### src/rtl/serial_subtractor_nbit.sv
// Bit-serial subtractor: diff = a - b - bin (mod 2^WIDTH), bout = borrow-out.
// One full-subtractor cell is reused LSB-first, one bit per clock.
// Ports:
//   clk, rst              clock, async active-high reset
//   in_valid/in_ready     operand handshake (a, b, bin)
//   out_valid/out_ready   result handshake (diff, bout)
//   busy                  high while an operation is shifting or waiting in DONE
module serial_subtractor_nbit #(
    parameter int WIDTH = 4
) (
    input  logic             clk,
    input  logic             rst,
    input  logic             in_valid,
    output logic             in_ready,
    input  logic [WIDTH-1:0] a,
    input  logic [WIDTH-1:0] b,
    input  logic             bin,
    output logic             out_valid,
    input  logic             out_ready,
    output logic [WIDTH-1:0] diff,
    output logic             bout,
    output logic             busy
);

    localparam int CW = $clog2(WIDTH + 1);

    typedef enum logic [1:0] {
        IDLE  = 2'd0,
        SHIFT = 2'd1,
        DONE  = 2'd2
    } state_t;

    state_t state, state_nx;

    logic [WIDTH-1:0] sa, sb;
    logic [CW-1:0]    cnt;
    logic             borrow;
    logic             ai, bi;
    logic             d, bn;
    logic             last;

    // Full-subtractor cell on the current LSBs
    assign ai   = sa[0];
    assign bi   = sb[0];
    assign d    = ai ^ bi ^ borrow;
    assign bn   = (~ai & bi) | (~(ai ^ bi) & borrow);
    assign last = (cnt == CW'(WIDTH - 1));

    always_ff @(posedge clk or posedge rst) begin
        if (rst) begin
            state <= IDLE;
        end else begin
            state <= state_nx;
        end
    end

    always_comb begin
        state_nx  = state;
        in_ready  = 1'b0;
        out_valid = 1'b0;
        busy      = 1'b0;
        unique case (state)
            IDLE: begin
                in_ready = 1'b1;
                if (in_valid) state_nx = SHIFT;
            end
            SHIFT: begin
                busy = 1'b1;
                if (last) state_nx = DONE;
            end
            DONE: begin
                busy      = 1'b1;
                out_valid = 1'b1;
                // Return to IDLE only; new operands are taken next cycle
                if (out_ready) state_nx = IDLE;
            end
            default: state_nx = IDLE;
        endcase
    end

    always_ff @(posedge clk or posedge rst) begin
        if (rst) begin
            sa     <= '0;
            sb     <= '0;
            cnt    <= '0;
            borrow <= 1'b0;
            diff   <= '0;
            bout   <= 1'b0;
        end else begin
            unique case (state)
                IDLE: begin
                    if (in_valid) begin
                        sa     <= a;
                        sb     <= b;
                        borrow <= bin;
                        cnt    <= '0;
                    end
                end
                SHIFT: begin
                    sa     <= sa >> 1;
                    sb     <= sb >> 1;
                    // Result enters at the MSB; after WIDTH shifts bit 0 sits at diff[0]
                    diff   <= {d, diff[WIDTH-1:1]};
                    borrow <= bn;
                    cnt    <= cnt + CW'(1);
                    if (last) bout <= bn;
                end
                default: ;
            endcase
        end
    end

endmodule

### config.mk
export PLATFORM = sky130hd
export DESIGN_NAME = serial_subtractor_nbit
export DESIGN_NICKNAME = d
export VERILOG_FILES = /design/src/rtl/serial_subtractor_nbit.sv
export SDC_FILE = /design/constraint.sdc
export NUM_CORES = 1
export LEC_CHECK = 0
export CAP_MARGIN = 5
export CORE_UTILIZATION = 45
export DETAILED_ROUTE_END_ITERATION = 12
export PLACE_DENSITY = 0.72
export SETUP_SLACK_MARGIN = 0.2
export SLEW_MARGIN = 20
export SYNTH_ARGS = -nofsm -noshare
export SYNTH_HDL_FRONTEND = slang
export SYNTH_SLANG_ARGS = --single-unit
### constraint.sdc
create_clock -name clk -period 2 [get_ports clk]
set_input_delay 0.4 -clock clk [delete_from_list [all_inputs] [get_ports clk]]
set_output_delay 0.4 -clock clk [all_outputs]
set_load 0.01 [all_outputs]
==> results.yml, run 1 <==
sta:
  fmax_mhz: 586.4
  timing.setup.tns_ps: 0
  setup_violations: 0
  timing.final.crit_period_ps: 1705
  clock_skew_ps: 16.93
  rsz0062_at_grt: "no"
  slew-limit-headroom_pct: 73.51
  min_period_over_period_pct: 85.27
  slew_violations: 0
  timing.hold.ws_ps: 396.0
  max_slew.worst_pin.slew_ps: 386.3
  hold_viol: 0
place:
  dp_cells: 137
  placed_cell_area_um2: 1222
  dp_hpwl_um: 1457
  place_congestion: 0.8076
  portBuffers: 20
pwr:
  switching_power_w: 0.0007958
  clockPowerShare_pct: 9.7
  power_density_nw_per_um2: 1589
  seqPwrFrac_pct: 33.6
  internal_power_w: 0.001208
  p_leak_nw: 0.5669
  vdd_ir_drop_max_mv: 0.8841
  swShare_pct: 39.72
  pwr-share-comb_pct: 56.7
synthesis:
  ys_types: 23
  seq_area_frac_synth_pct: 47.38
  ys_warn_count: 0
  synthCells: 92
  netlist_area_um2: 1003
  avgSynthCellArea_um2: 10.91
  syn-num-nets: 111
  synth_seq_cells: 19
global_route:
  grt_max_degree: 20
  grt_pass1_vias: 775
  grt_pass1_wl_um: 3477
  grtUsageTotal_pct: 19.13
  overflow: 0
  antenna_found_initial: 0
min_path:
  min_path_type: "input port to async pin"
clock_tree:
  cts.clk_slew.worst_paths_ps: 120
  cts_max_level: 1
  numCtsBuffers: 3
  insertion_delay_ps: 310
  cts_tree: "yes"
  clkSinkCount: 19
  cts-root-buf: "clkbuf_4"
  cts_max_path_buffers: 2
final_layout:
  finish.net_count: 136
  n_fill_cell: 178
  final_common_cell: "dfrtp_1"
  diodes: 0
  layout_common_cells: "dfrtp_1, clkdlybuf4s50_1, nand2b_1"
  stdcell_count: 143
  fin_area_um2: 1261
  area_delta_synth_final_pct: 25.69
  drive_gt1_share_pct: 14.66
route:
  routed_wirelength_um: 2057
  drc_errors: 0
  drt-initial-drc-count: 10
  wl_per_cell_um: 14.38
  detail-route-antenna-nets: 0
  vias: 771
  avgViaCountPerCell: 5.392
  dr.pass1.iters: 4
worst_setup_path:
  critPathRequiredTime_ps: 1600
  end_kind: "output port"
  worstSetupPathType: "register to output port"
  path_max_fanout: 2
  critPathArrivalTime_ps: 1310
  cp-start-kind: "register"
die:
  fp.coreArea_um2: 2022
  die_w_um: 49.22
  row_count: 16
  io_pins: 21
  die_area_um2: 2423
  die_height_um: 49.22
  initial_core_util_pct: 49.63
outcome:
  status: "finished, final reports clean"
job:
  timing.max_cap.violations: 0
routing by layer:
| layer | GRT usage (%) | part of all wire (%) | wire (µm) |
|---|---|---|---|
| met4 | 6.373 | 1.2 | 25 |
| met2 | 31.28 | 49 | 1011 |
| met1 | 24.51 | 46 | 949 |
| met3 | 4.673 | 3.5 | 71 |
| met5 | 0 | 0 | 0 |
power groups by stage:
stage / Sequential [W] / Combinational (W) / Clock [W]
after floorplan: 0.000680 / 0.000796 / 0
after global placement: 0.000675 / 0.00109 / 0
after detailed placement: 0.000683 / 0.00113 / 0
after CTS: 0.000674 / 0.00112 / 0.000203
after global routing: 0.000695 / 0.00125 / 0.000219
final: 0.000673 / 0.00114 / 0.000195
registers in the layout (all words and copies together) (netlist names):
signal and count:
bout 1, sa 4, cnt 3, sb 4
state 2, borrow 1, diff 4
area by class of cell:
cell class / instances / area, µm² / share of cell area [%]
clock buffer: 3 / 22.52 / 1.786
clock inverter: 1 / 5.005 / 0.3968
inverter: 8 / 30.03 / 2.381
multi-input combinational: 59 / 452.9 / 35.91
sequential: 19 / 475.5 / 37.70
tap: 27 / 33.78 / 2.679
timing repair buffer: 26 / 241.5 / 19.15
what timing repair did:
action | 4_1_cts | 5_1_grt
gates resized for setup | 3 | 0
pin swaps | 0 | 0
hold buffers | 0 | 0
endpoints found under the setup margin | 3 | 1
buffers inserted | 1 | 1
path summary, 6_finish.rpt:
check | start | endpoint | slack [ps] | cells after the start
setup / recovery | state[0] | busy | 290 | 3
hold reg to reg | cnt[0] | cnt[0] | 510 | 1
max in group asynchronous | rst | state[0] | 1390 | 3
setup reg to reg | state[0] | sb[2] | 410 | 6
min in group clk | cnt[0] | cnt[0] | 510 | 1
hold / removal | rst | diff[2] | 400 | 3
logic make-up (layout without fill, tap and decap cells):
group | count (synthesis) | count (layout) | share of synthesized area, %
flip-flops | 19 | 19 | 47.38
AO/OA/AOI/OAI | 25 | 25 | 17.58
buffers and inverters | 14 | 38 | 7.481
AND/OR/NAND/NOR | 23 | 23 | 13.84
adder cells (fa/ha/maj) | 6 | 6 | 8.230
multiplexers | 5 | 5 | 5.486
through the flow:
stage          total power, W  setup WS [ps]  util (%)
2_1_floorplan        0.001475          479.5         -
3_3_place_gp         0.001764          368.3     60.46
4_1_cts              0.002002          283.0     62.00
3_5_place_dp         0.001816          342.3     60.46
6_report             0.002004          294.7     62.38
5_1_grt              0.002165          225.0     62.38
worst max-delay path, stage by stage, from the launching register on:
cell,delay [ps]
dfrtp_1,370
inv_1,60
ha_1,290
dlygate4sd2_1,290
cell usage after synthesis (all sizes together):
cell / instances / area, µm²
nand2: 3 / 11.26
o21ai: 2 / 10.01
dfrtp: 19 / 475.5
a21oi: 8 / 40.04
ha: 5 / 62.56
fa: 1 / 20.02
nand3b: 1 / 7.510
inv: 8 / 30.03
buf: 6 / 45.04
and2b: 1 / 10.01
and3: 1 / 6.260
nand2b: 9 / 56.30
a31oi: 5 / 31.28
nand3: 6 / 30.03
a22o: 3 / 26.28
mux2i: 1 / 10.01
a221oi: 1 / 8.760
a221o: 6 / 60.06
nor2: 1 / 11.26
mux2: 4 / 45.04
or2: 1 / 6.260
No activity file was read; power rests on OpenSTA's default activity.
==> run 2, diff against run 1 <==
--- a/config.mk
+++ b/config.mk
@@ -6,7 +6,9 @@
 export NUM_CORES = 1
 export LEC_CHECK = 0
 export CAP_MARGIN = 5
+export CORE_ASPECT_RATIO = 1.2
 export CORE_UTILIZATION = 45
+export CTS_CLUSTER_DIAMETER = 120
 export DETAILED_ROUTE_END_ITERATION = 12
 export PLACE_DENSITY = 0.72
 export SETUP_SLACK_MARGIN = 0.2
==> run 2 against run 1 <==
Clock power shrank 3%. Critical path depth stayed put. Via count is 0.78% higher. Global-route usage grew 0.14 points. Combinational power is essentially flat. Setup slack better by 29 ps. Flip-flop and latch count unchanged. Critical endpoint is now out_valid.
==> results.yml, run 2 (synthesized netlist as in run 1, its figures left out) <==
outcome:
  status: "finished, final reports clean"
sta:
  hold_viol: 0
  timing.final.crit_period_ps: 1677
  max_slew.worst_pin.slew_ps: 405.2
  rsz0062_at_grt: "no"
  min_period_over_period_pct: 83.83
  fmax_mhz: 596.4
  slew-limit-headroom_pct: 72.21
  slew_violations: 0
  timing.hold.ws_ps: 411.3
  clock_skew_ps: 5.272
  timing.setup.tns_ps: 0
  setup_violations: 0
final_layout:
  finish.net_count: 136
  multi_input_area_um2: 452.9
  layout_common_cells: "dfrtp_1, clkdlybuf4s50_1, nand2b_1"
  regArea_um2: 475.5
  diodes: 0
  final_core_util_pct: 60.99
  final_common_cell: "dfrtp_1"
  n_fill_cell: 186
  drive_gt1_share_pct: 13.79
  area_delta_synth_final_pct: 25.94
  reg_top3: "diff (4), sa (4), sb (4)"
pwr:
  power_density_nw_per_um2: 1565
  vdd_ir_drop_max_mv: 0.8298
  p_leak_nw: 0.5642
worst_setup_path:
  path_max_fanout: 2
  crit_chain: "buf_4 -> ha_1 -> dlygate4sd2_1"
  rr_worst_depth: 5
  critPathRequiredTime_ps: 1600
  end_kind: "output port"
  r2r-end: "sb[1]"
  cp-start-kind: "register"
  slowest_delay_ps: 390
  worstSetupPathType: "register to output port"
  worstReg2RegStart: "state[0]"
  cp_slowest_cell: "dfrtp_1"
  critPathArrivalTime_ps: 1280
  crit_buf_inv: 2
  reg2reg_setup_slack_ps: 410
  cp_top_family: "buffers and inverters"
place:
  portBuffers: 20
  place_congestion: 0.7627
  dp_hpwl_um: 1394
clock_tree:
  hold_buffers: 0
  numCtsBuffers: 3
  cts-root-buf: "clkbuf_4"
  cts_max_level: 1
  cts_tree: "yes"
  insertion_delay_ps: 290
  cts_max_path_buffers: 2
  cts.clk_slew.worst_paths_ps: 110
  clkSinkCount: 19
die:
  die_height_um: 53.73
  io_pins: 21
  row_count: 18
  die_w_um: 45.11
  initial_core_util_pct: 48.43
  die_area_um2: 2423
  fp.coreArea_um2: 2072
route:
  vias: 777
  wl_per_cell_um: 13.01
  dr.pass1.iters: 5
  drc_errors: 0
  avgViaCountPerCell: 5.322
  detail-route-antenna-nets: 0
  drt-initial-drc-count: 12
  routed_wirelength_um: 1900
global_route:
  grtUsageTotal_pct: 19.27
  grt_pass1_wl_um: 3318
  overflow: 0
  grt_max_degree: 20
  antenna_found_initial: 0
  grt_pass1_vias: 780
job:
  timing.max_cap.violations: 0
min_path:
  min_path_type: "input port to async pin"
-- run 2: cell count changes in the layout (fill, tap and decap cells not counted) --
| cell | change |
|---|---|
| clkinv_2 | -1 |
| clkbuf_1 | +1 |
-- run 2: report_power, final --
part           total, W  switching [W]  leakage, nW  internal (W)
Sequential     0.000665       0.000107        0.237      0.000558
Clock          0.000190       0.000113       0.0150     0.0000775
Combinational   0.00112       0.000548        0.312      0.000575
Total           0.00198       0.000767        0.564       0.00121
-- run 2: worst max-delay path by stage --
stage / cells after the start / end / start / slack (ps)
2_1_floorplan: 7 / borrow / state[0] / 480
3_3_place_gp: 4 / sa[1] / in_valid / 380
3_5_place_dp: 3 / busy / state[0] / 360
4_1_cts: 3 / busy / state[0] / 300
5_1_grt: 3 / busy / state[0] / 250
6_report: 3 / out_valid / state[1] / 320
-- run 2: cell type report --
cell class	instances	area share, %
multi-input cells	59	35.84
clock buffers	4	2.079
flip-flops and latches	19	37.62
well taps	30	2.970
repair buffers	26	19.11
inverters	8	2.376
-- run 2: layer usage --
layer	global-route usage [%]	vias to the layer above	share of wire [%]
met3	2.013	2	2.1
met2	33.09	15	51
li1	-	376	-
met4	9.091	0	0.68
met5	0	-	0
met1	23.98	384	46
-- run 2: worst register-to-register path, stage by stage (launching register included) --
cell,delay [ps]
dfrtp_1,390
buf_4,140
ha_1,340
inv_1,210
nor2_4,90
a221o_1,300
-- run 2: repair_timing --
item | CTS | global route
resized for setup | 3 | 0
setup buffers | 2 | 0
endpoints found under the setup margin | 3 | 0
-- run 2: through the flow --
stage | std cells | setup WS, ps | cell area, µm² | power [W]
after floorplan | 92 | 479.5 | 1003 | 0.001475
after global placement | 140 | 379.8 | 1226 | 0.001764
after detailed placement | 140 | 362.7 | 1226 | 0.001804
final | 146 | 323.4 | 1264 | 0.001978
after global routing | 146 | 255.0 | 1264 | 0.002138
after CTS | 146 | 301.9 | 1264 | 0.002002
==> run 3, diff against run 2 <==
--- a/config.mk
+++ b/config.mk
@@ -7,10 +7,10 @@
 export LEC_CHECK = 0
 export CAP_MARGIN = 5
 export CORE_ASPECT_RATIO = 1.2
-export CORE_UTILIZATION = 45
+export CORE_UTILIZATION = 44
 export CTS_CLUSTER_DIAMETER = 120
 export DETAILED_ROUTE_END_ITERATION = 12
-export PLACE_DENSITY = 0.72
+export PLACE_DENSITY = 0.73
 export SETUP_SLACK_MARGIN = 0.2
 export SLEW_MARGIN = 20
 export SYNTH_ARGS = -nofsm -noshare
==> constraint.sdc (replaced) <==
create_clock -name clk -period 1.5 [get_ports clk]
set_input_delay 0.3 -clock clk [delete_from_list [all_inputs] [get_ports clk]]
set_output_delay 0.3 -clock clk [all_outputs]
set_load 0.01 [all_outputs]
==> run 3 against run 2 <==
Cell area increased by 19%. Setup slack got worse by 270 ps. Routed wire length increased by 27%. Critical endpoint unchanged. Largest power group unchanged.
==> results.yml, run 3 (synthesized netlist as in run 1, its figures left out) <==
outcome:
  status: "finished, final reports clean"
clock_tree:
  clkSinkCount: 19
  cts_max_path_buffers: 2
  numCtsBuffers: 3
  cts-root-buf: "clkbuf_4"
  cts.clk_slew.worst_paths_ps: 110
  cts_max_level: 1
  cts_tree: "yes"
  insertion_delay_ps: 300
global_route:
  grtUsageTotal_pct: 22.28
  antenna_found_initial: 0
  grt_pass1_vias: 835
  grt_pass1_wl_um: 3843
  overflow: 0
  grt_max_degree: 20
final_layout:
  area_delta_synth_final_pct: 49.63
  stdcell_count: 161
  reg_top3: "diff (4), sa (4), sb (4)"
  drive_gt1_share_pct: 35.11
  layout_common_cells: "dfrtp_1, buf_4, clkdlybuf4s50_1"
  n_fill_cell: 158
  finish.net_count: 151
  fin_area_um2: 1501
  final_common_cell: "dfrtp_1"
  diodes: 0
sta:
  fmax_mhz: 690.6
  finalWorstSetupSlack_ps: 52.00
  hold_viol: 0
  max_slew.worst_pin.slew_ps: 245.2
  timing.hold.ws_ps: 318.2
  clock_skew_ps: 8.019
  slew-limit-headroom_pct: 83.65
  rsz0062_at_grt: "yes"
  timing.final.crit_period_ps: 1448
  setup_violations: 0
  min_period_over_period_pct: 96.53
  slew_violations: 0
route:
  dr.pass1.iters: 4
  detail-route-antenna-nets: 0
  drc_errors: 0
  drt-initial-drc-count: 10
  vias: 844
  wl_per_cell_um: 14.98
  avgViaCountPerCell: 5.242
  routed_wirelength_um: 2412
place:
  placed_cell_area_um2: 1281
  portBuffers: 20
  pre_cts_ws_ps: -110.5
  dp_hpwl_um: 1515
  dp_cells: 147
  place_congestion: 0.8191
job:
  timing.max_cap.violations: 0
pwr:
  p_leak_nw: 0.6783
  vdd_ir_drop_max_mv: 1.619
  power_density_nw_per_um2: 2352
  p_total_w: 0.003532
worst_setup_path:
  end_kind: "output port"
  worstSetupPathType: "register to output port"
  reg2reg_setup_slack_ps: 60
  path_max_fanout: 2
  critPathArrivalTime_ps: 1150
  critPathRequiredTime_ps: 1200
  cp-start-kind: "register"
die:
  io_pins: 21
  die_height_um: 54.32
  die_w_um: 45.60
  row_count: 18
  die_area_um2: 2476
  initial_core_util_pct: 47.91
  fp.coreArea_um2: 2095
min_path:
  min_path_type: "input port to async pin"
==> run 3: final timing paths <==
kind | cells after the start | to | startpoint
max in group asynchronous | 3 | bout | rst
setup reg to reg | 6 | sa[2] | state[0]
hold / removal | 3 | borrow | rst
hold reg to reg | 2 | cnt[2] | cnt[2]
min in group clk | 2 | cnt[2] | cnt[2]
setup / recovery | 3 | out_valid | state[1]
==> run 3: what timing repair did <==
action | CTS | global route
resized for setup | 35 | 14
setup endpoints to repair | 26 | 24
pin swaps | 8 | 4
buffers inserted | 6 | 3
gates cloned | 1 | 0
hold buffers | 0 | 0
==> run 3: report_power, final <==
| part | internal [W] | leakage, nW | switching (W) | total, W |
|---|---|---|---|---|
| clock network | 0.000104 | 0.0150 | 0.000159 | 0.000263 |
| registers | 0.000745 | 0.237 | 0.000157 | 0.000901 |
| logic | 0.00138 | 0.426 | 0.000990 | 0.00237 |
| total | 0.00223 | 0.678 | 0.00131 | 0.00353 |
==> run 3: stage by stage <==
stage | utilization [%] | setup TNS, ps
after global routing | 71.68 | -54.53
after global placement | 61.17 | -505.7
after detailed placement | 61.17 | -714.6
after CTS | 69.00 | 0
after floorplan | - | 0
final | 71.68 | 0
==> run 3: critical path: stages (launching register included) <==
cell and delay, ps:
dfrtp_1 400, buf_4 140, ha_2 180, buf_6 120
==> run 3: final cells by class <==
type | count | area (µm²) | share of cell area [%]
Sequential cell | 19 | 475.5 | 31.67
Tap cell | 30 | 37.54 | 2.500
Multi-Input combinational cell | 59 | 526.8 | 35.08
Inverter | 8 | 30.03 | 2.000
Clock buffer | 4 | 26.28 | 1.750
Timing Repair Buffer | 41 | 405.4 | 27.00
==> run 3: per-layer routing <==
layer  track usage (%)  part of all wire, %  routed length [µm]  vias to the layer above
li1                  -                    -                   -                      408
met1             27.71                   44                1062                      407
met2             37.62                   51                1230                       24
met3             3.300                  3.4                  83                        5
met4             10.10                  1.5                  36                        0
met5                 0                    0                   0                        -
==> variant 1 (flow settings as in run 2) <==
The 3 states of `state_t` get a one-hot encoding in 3 bits.
--- a/src/rtl/serial_subtractor_nbit.sv
+++ b/src/rtl/serial_subtractor_nbit.sv
@@ -25,8 +25,8 @@
     localparam int CW = $clog2(WIDTH + 1);
 
-    typedef enum logic [1:0] {
-        IDLE  = 2'd0,
-        SHIFT = 2'd1,
-        DONE  = 2'd2
+    typedef enum logic [2:0] {
+        IDLE  = 3'b001,
+        SHIFT = 3'b010,
+        DONE  = 3'b100
     } state_t;
 
Function: no difference found for any inputs over 10 cycles, from zero or initial values and one cycle with rst high; not proved beyond that.
==> variant 1 against run 2 <==
Synthesized cell count down 2.2%; synthesized area down 3.1%; global-route usage down 0.33 points; wire length down 4.5%; largest cell class unchanged; sequential cell count up 1; largest power group unchanged; combinational power down 31%; worst setup slack worse by 0.049 ns; final area down 1.5%; count of clock-buffer cells in the layout unchanged; total power down 16%; register-to-register slack worse by 0.08 ns; first-iteration DRC count down 75%.
==> variant 1: results (changes against run 2) <==
outcome complete, no violations (unchanged); Final nets 134 (was 136); largest net degree at the start of global routing 21 (was 20); vias in the first global route 698 (was 780); syn_area_per_cell 10.8 sq um (was 10.9 sq um); Placer Congestion 0.812 (was 0.763); Crit Path Max Fanout 6 (was 2); met2 wire len 879 microns (was 977 microns); Worst-Skew Late Latency 0.29 ns (about the same); GRT overflow 0 (unchanged); post-synthesis sequential area ratio 0.516 (was 0.474); worst path arrival time 1.33 ns (was 1.28 ns); first-pass GRT wire length 3170 microns (was 3320 microns); Remaining DRCs 0 (unchanged); Place WS 0.165 ns (was 0.363 ns); port buffer count 20 (unchanged); P_sw 576 uW (was 767 uW); via count 733 (was 777); combinational power share 0.465 (was 0.568); cts bufs inserted 3 (unchanged); DR WL met3 55 microns (was 39 microns); Yosys Warn Count 0 (unchanged); peak supply drop 0.000751 V (was 0.000830 V); unique cell type count in the Yosys netlist 28 (was 23); First-pass DRT Iterations 4 (was 5); total wire length 1820 microns (was 1900 microns); Post-synth top cells dfrtp_1 (19), nand2_1 (16), inv_1 (7) (was dfrtp_1 (19), nand2b_1 (9), a21oi_1 (8), inv_1 (8)); Post-DP HPWL 1330 microns (was 1390 microns); Post-Syn Nets 106 (was 111); met1 wire length 861 microns (was 870 microns); GR Util met1 0.268 (was 0.240); CTS max path bufs 2 (unchanged); relative slew slack 0.788 (was 0.722); P_comb 769 uW (was 1.12 mW); Tot GR Track Use 0.189 (was 0.193); Worst Clk Skew 0.00364 ns (was 0.00527 ns); share of cells above drive strength 1 0.214 (was 0.138); Via density 4.99 (was 5.32); Synth area leaders dfrtp_1 (49%), mux2_4 (6.2%), nand2_1 (6.2%) (was dfrtp_1 (47%), ha_1 (6.2%), a221o_1 (6.0%)); iteration-0 DRC count of the detailed router 3 (was 12); top routing layer used met4 (unchanged); Post-Place Cells 142 (was 140); grt met2 use 0.279 (was 0.331); Critical Path Max Stage Delay 0.41 ns (was 0.39 ns); Leak 0.587 nW (was 0.564 nW); dominant synthesized flop cell dfrtp_1 (unchanged); Worst path slowest cell dfstp_2 (was dfrtp_1); met3 Use GR 0.0307 (was 0.0201); placed cell areas 1220 sq um (was 1230 sq um)
==> variant 1: cell types whose count changed after synthesis, sizes merged, moves of 4 or more <==
cell,delta
nand2b,-8
buf,-4
a221o,-6
a31oi,-4
nand2,+13
o21ai,+4
nand3,-6
==> variant 1: path summary, 6_finish.rpt <==
path | from | end | slack [ns] | depth (start not counted)
worst min-delay path | rst | diff[2]$_DFFE_PP0P_ | 0.42 | 3
max in group asynchronous | rst | state[0]$_DFFE_PP1P_ | 1.31 | 3
worst max-delay path | state[0]$_DFFE_PP1P_ | busy | 0.27 | 4
worst max register to register | state[1]$_DFFE_PP0P_ | sa[0]$_DFFE_PP0P_ | 0.33 | 4
worst min register to register | cnt[0]$_DFFE_PP0P_ | cnt[0]$_DFFE_PP0P_ | 0.49 | 1
min in group clk | cnt[0]$_DFFE_PP0P_ | cnt[0]$_DFFE_PP0P_ | 0.49 | 1
==> variant 1: cell families after synthesis <==
kind of cell	count (synthesis)	share of synthesized area
adder cells (fa/ha/maj)	3	0.0463
multiplexers	6	0.0849
AND/OR/NAND/NOR	29	0.157
buffers and inverters	11	0.0579
flip-flops	20	0.516
AO/OA/AOI/OAI	21	0.138
==> variant 1: layout make-up <==
cell class / instances / area (sq um)
fill: 185 / 805
inverter: 7 / 26.3
multi-input combinational: 59 / 414
tap: 30 / 37.5
sequential: 20 / 503
timing repair buffer: 27 / 238
clock buffer: 4 / 26.3
==> variant 1: what timing repair did <==
| action | CTS | global route |
|---|---|---|
| setup buffers | 1 | 0 |
| cloned | 0 | 0 |
| resized for setup | 7 | 4 |
| setup endpoints to repair | 3 | 2 |
==> variant 1: worst max-delay path: cells and delay by family (launching register included) <==
kind                   cells  cell delay, ns
flip-flops                 1            0.41
AND/OR/NAND/NOR            3            0.51
buffers and inverters      1            0.12
==> variant 2 (config.mk and constraints of run 2) <==
Made on the original files. Change the parameter `WIDTH` from 4 to 16.
--- a/src/rtl/serial_subtractor_nbit.sv
+++ b/src/rtl/serial_subtractor_nbit.sv
@@ -7,5 +7,5 @@
 //   busy                  high while an operation is shifting or waiting in DONE
 module serial_subtractor_nbit #(
-    parameter int WIDTH = 4
+    parameter int WIDTH = 16
 ) (
     input  logic             clk,
Ports: changed (resized a, b and diff); port bits go from 21 to 57. The function was not compared with the original's and may differ.
==> variant 2 against run 2 <==
Worst setup slack got worse by 0.071 ns; sequential cell count grew 38; die area up 150%; wire length up 140%; register-to-register slack got worse by 0.12 ns; total power grew to 2.8 times the old value; utilization grew 2.2 points; final cell count up 140%; the run now ends with design-rule violations left; fmax decreased by 4.0%; global-route usage down 2.2 points; largest cell class unchanged; count of clock-buffer cells in the layout increased by 10; synthesized area rose to 2.6 times the old value; final area grew to 2.7 times the old value.
==> variant 2: results (changes against run 2) <==
outcome finished with violations (was complete, no violations); failing checks design-rule violations; fin crit share 0.874 (was 0.838); Layout Utilization 0.632 (was 0.610); Multi-input gate area 1040 sq um (was 453 sq um); RR Endpoint state[0]$_DFFE_PP0P_ (was sb[1]$_DFFE_PP0P_); syn_area_per_cell 11.5 sq um (was 10.9 sq um); Remaining DRCs 1 (was 0); Worst Clk Skew 0.00666 ns (was 0.00527 ns); DR WL/cell 12.9 microns (was 13.0 microns); H-tree depth 3 (was 1); P_sw 1.82 mW (was 767 uW); placed cell areas 3200 sq um (was 1230 sq um); Post-Syn Nets 266 (was 111); Hold Slack 0.435 ns (was 0.411 ns); post-synthesis compound-gate area fraction 0.0953 (was 0.176); Synth area leaders dfrtp_1 (55%), mux2i_1 (12%), mux2_2 (7.4%) (was dfrtp_1 (47%), ha_1 (6.2%), a221o_1 (6.0%)); CP top delay family flip-flops (was buffers and inverters); multiplexer share of the synthesized area 0.200 (was 0.0549); CLK BUF 14 (was 4); via count 1800 (was 777); iteration-0 DRC count of the detailed router 101 (was 12); Leak 1.54 nW (was 0.564 nW); largest net degree at the start of global routing 51 (was 20); first-pass GRT wire length 7890 microns (was 3320 microns); unique cell type count in the Yosys netlist 27 (was 23)
## variant 2: cell count changes after synthesis, sizes merged, moves of 3 or more
cell	run 2	this run
mux2i	1	31
a221o	6	0
mux2	4	17
nand3	6	1
nand2	3	40
o21ai	2	35
dfrtp	19	57
a21oi	8	2
a22o	3	0
buf	6	11
nand2b	9	2
## variant 2: metal layers
metal,up-vias,share of wire,track usage
li1,892,-,-
met1,853,0.43,0.205
met2,44,0.50,0.280
met3,11,0.039,0.0392
met4,0,0.027,0.104
met5,-,0,0
## variant 2: repair_timing
item | 4_1_cts | 5_1_grt
hold endpoints to repair | 0 | 0
gates resized for setup | 4 | 1
buffers inserted | 0 | 1
endpoints found under the setup margin | 3 | 1
## variant 2: power by group through the flow
stage	clock network (mW)	registers [mW]	logic, mW
2_1_floorplan	0	2.07	1.57
3_3_place_gp	0	2.04	2.30
3_5_place_dp	0	2.07	2.37
4_1_cts	1.13	2.05	2.36
5_1_grt	1.18	2.12	2.59
6_report	1.10	2.04	2.32
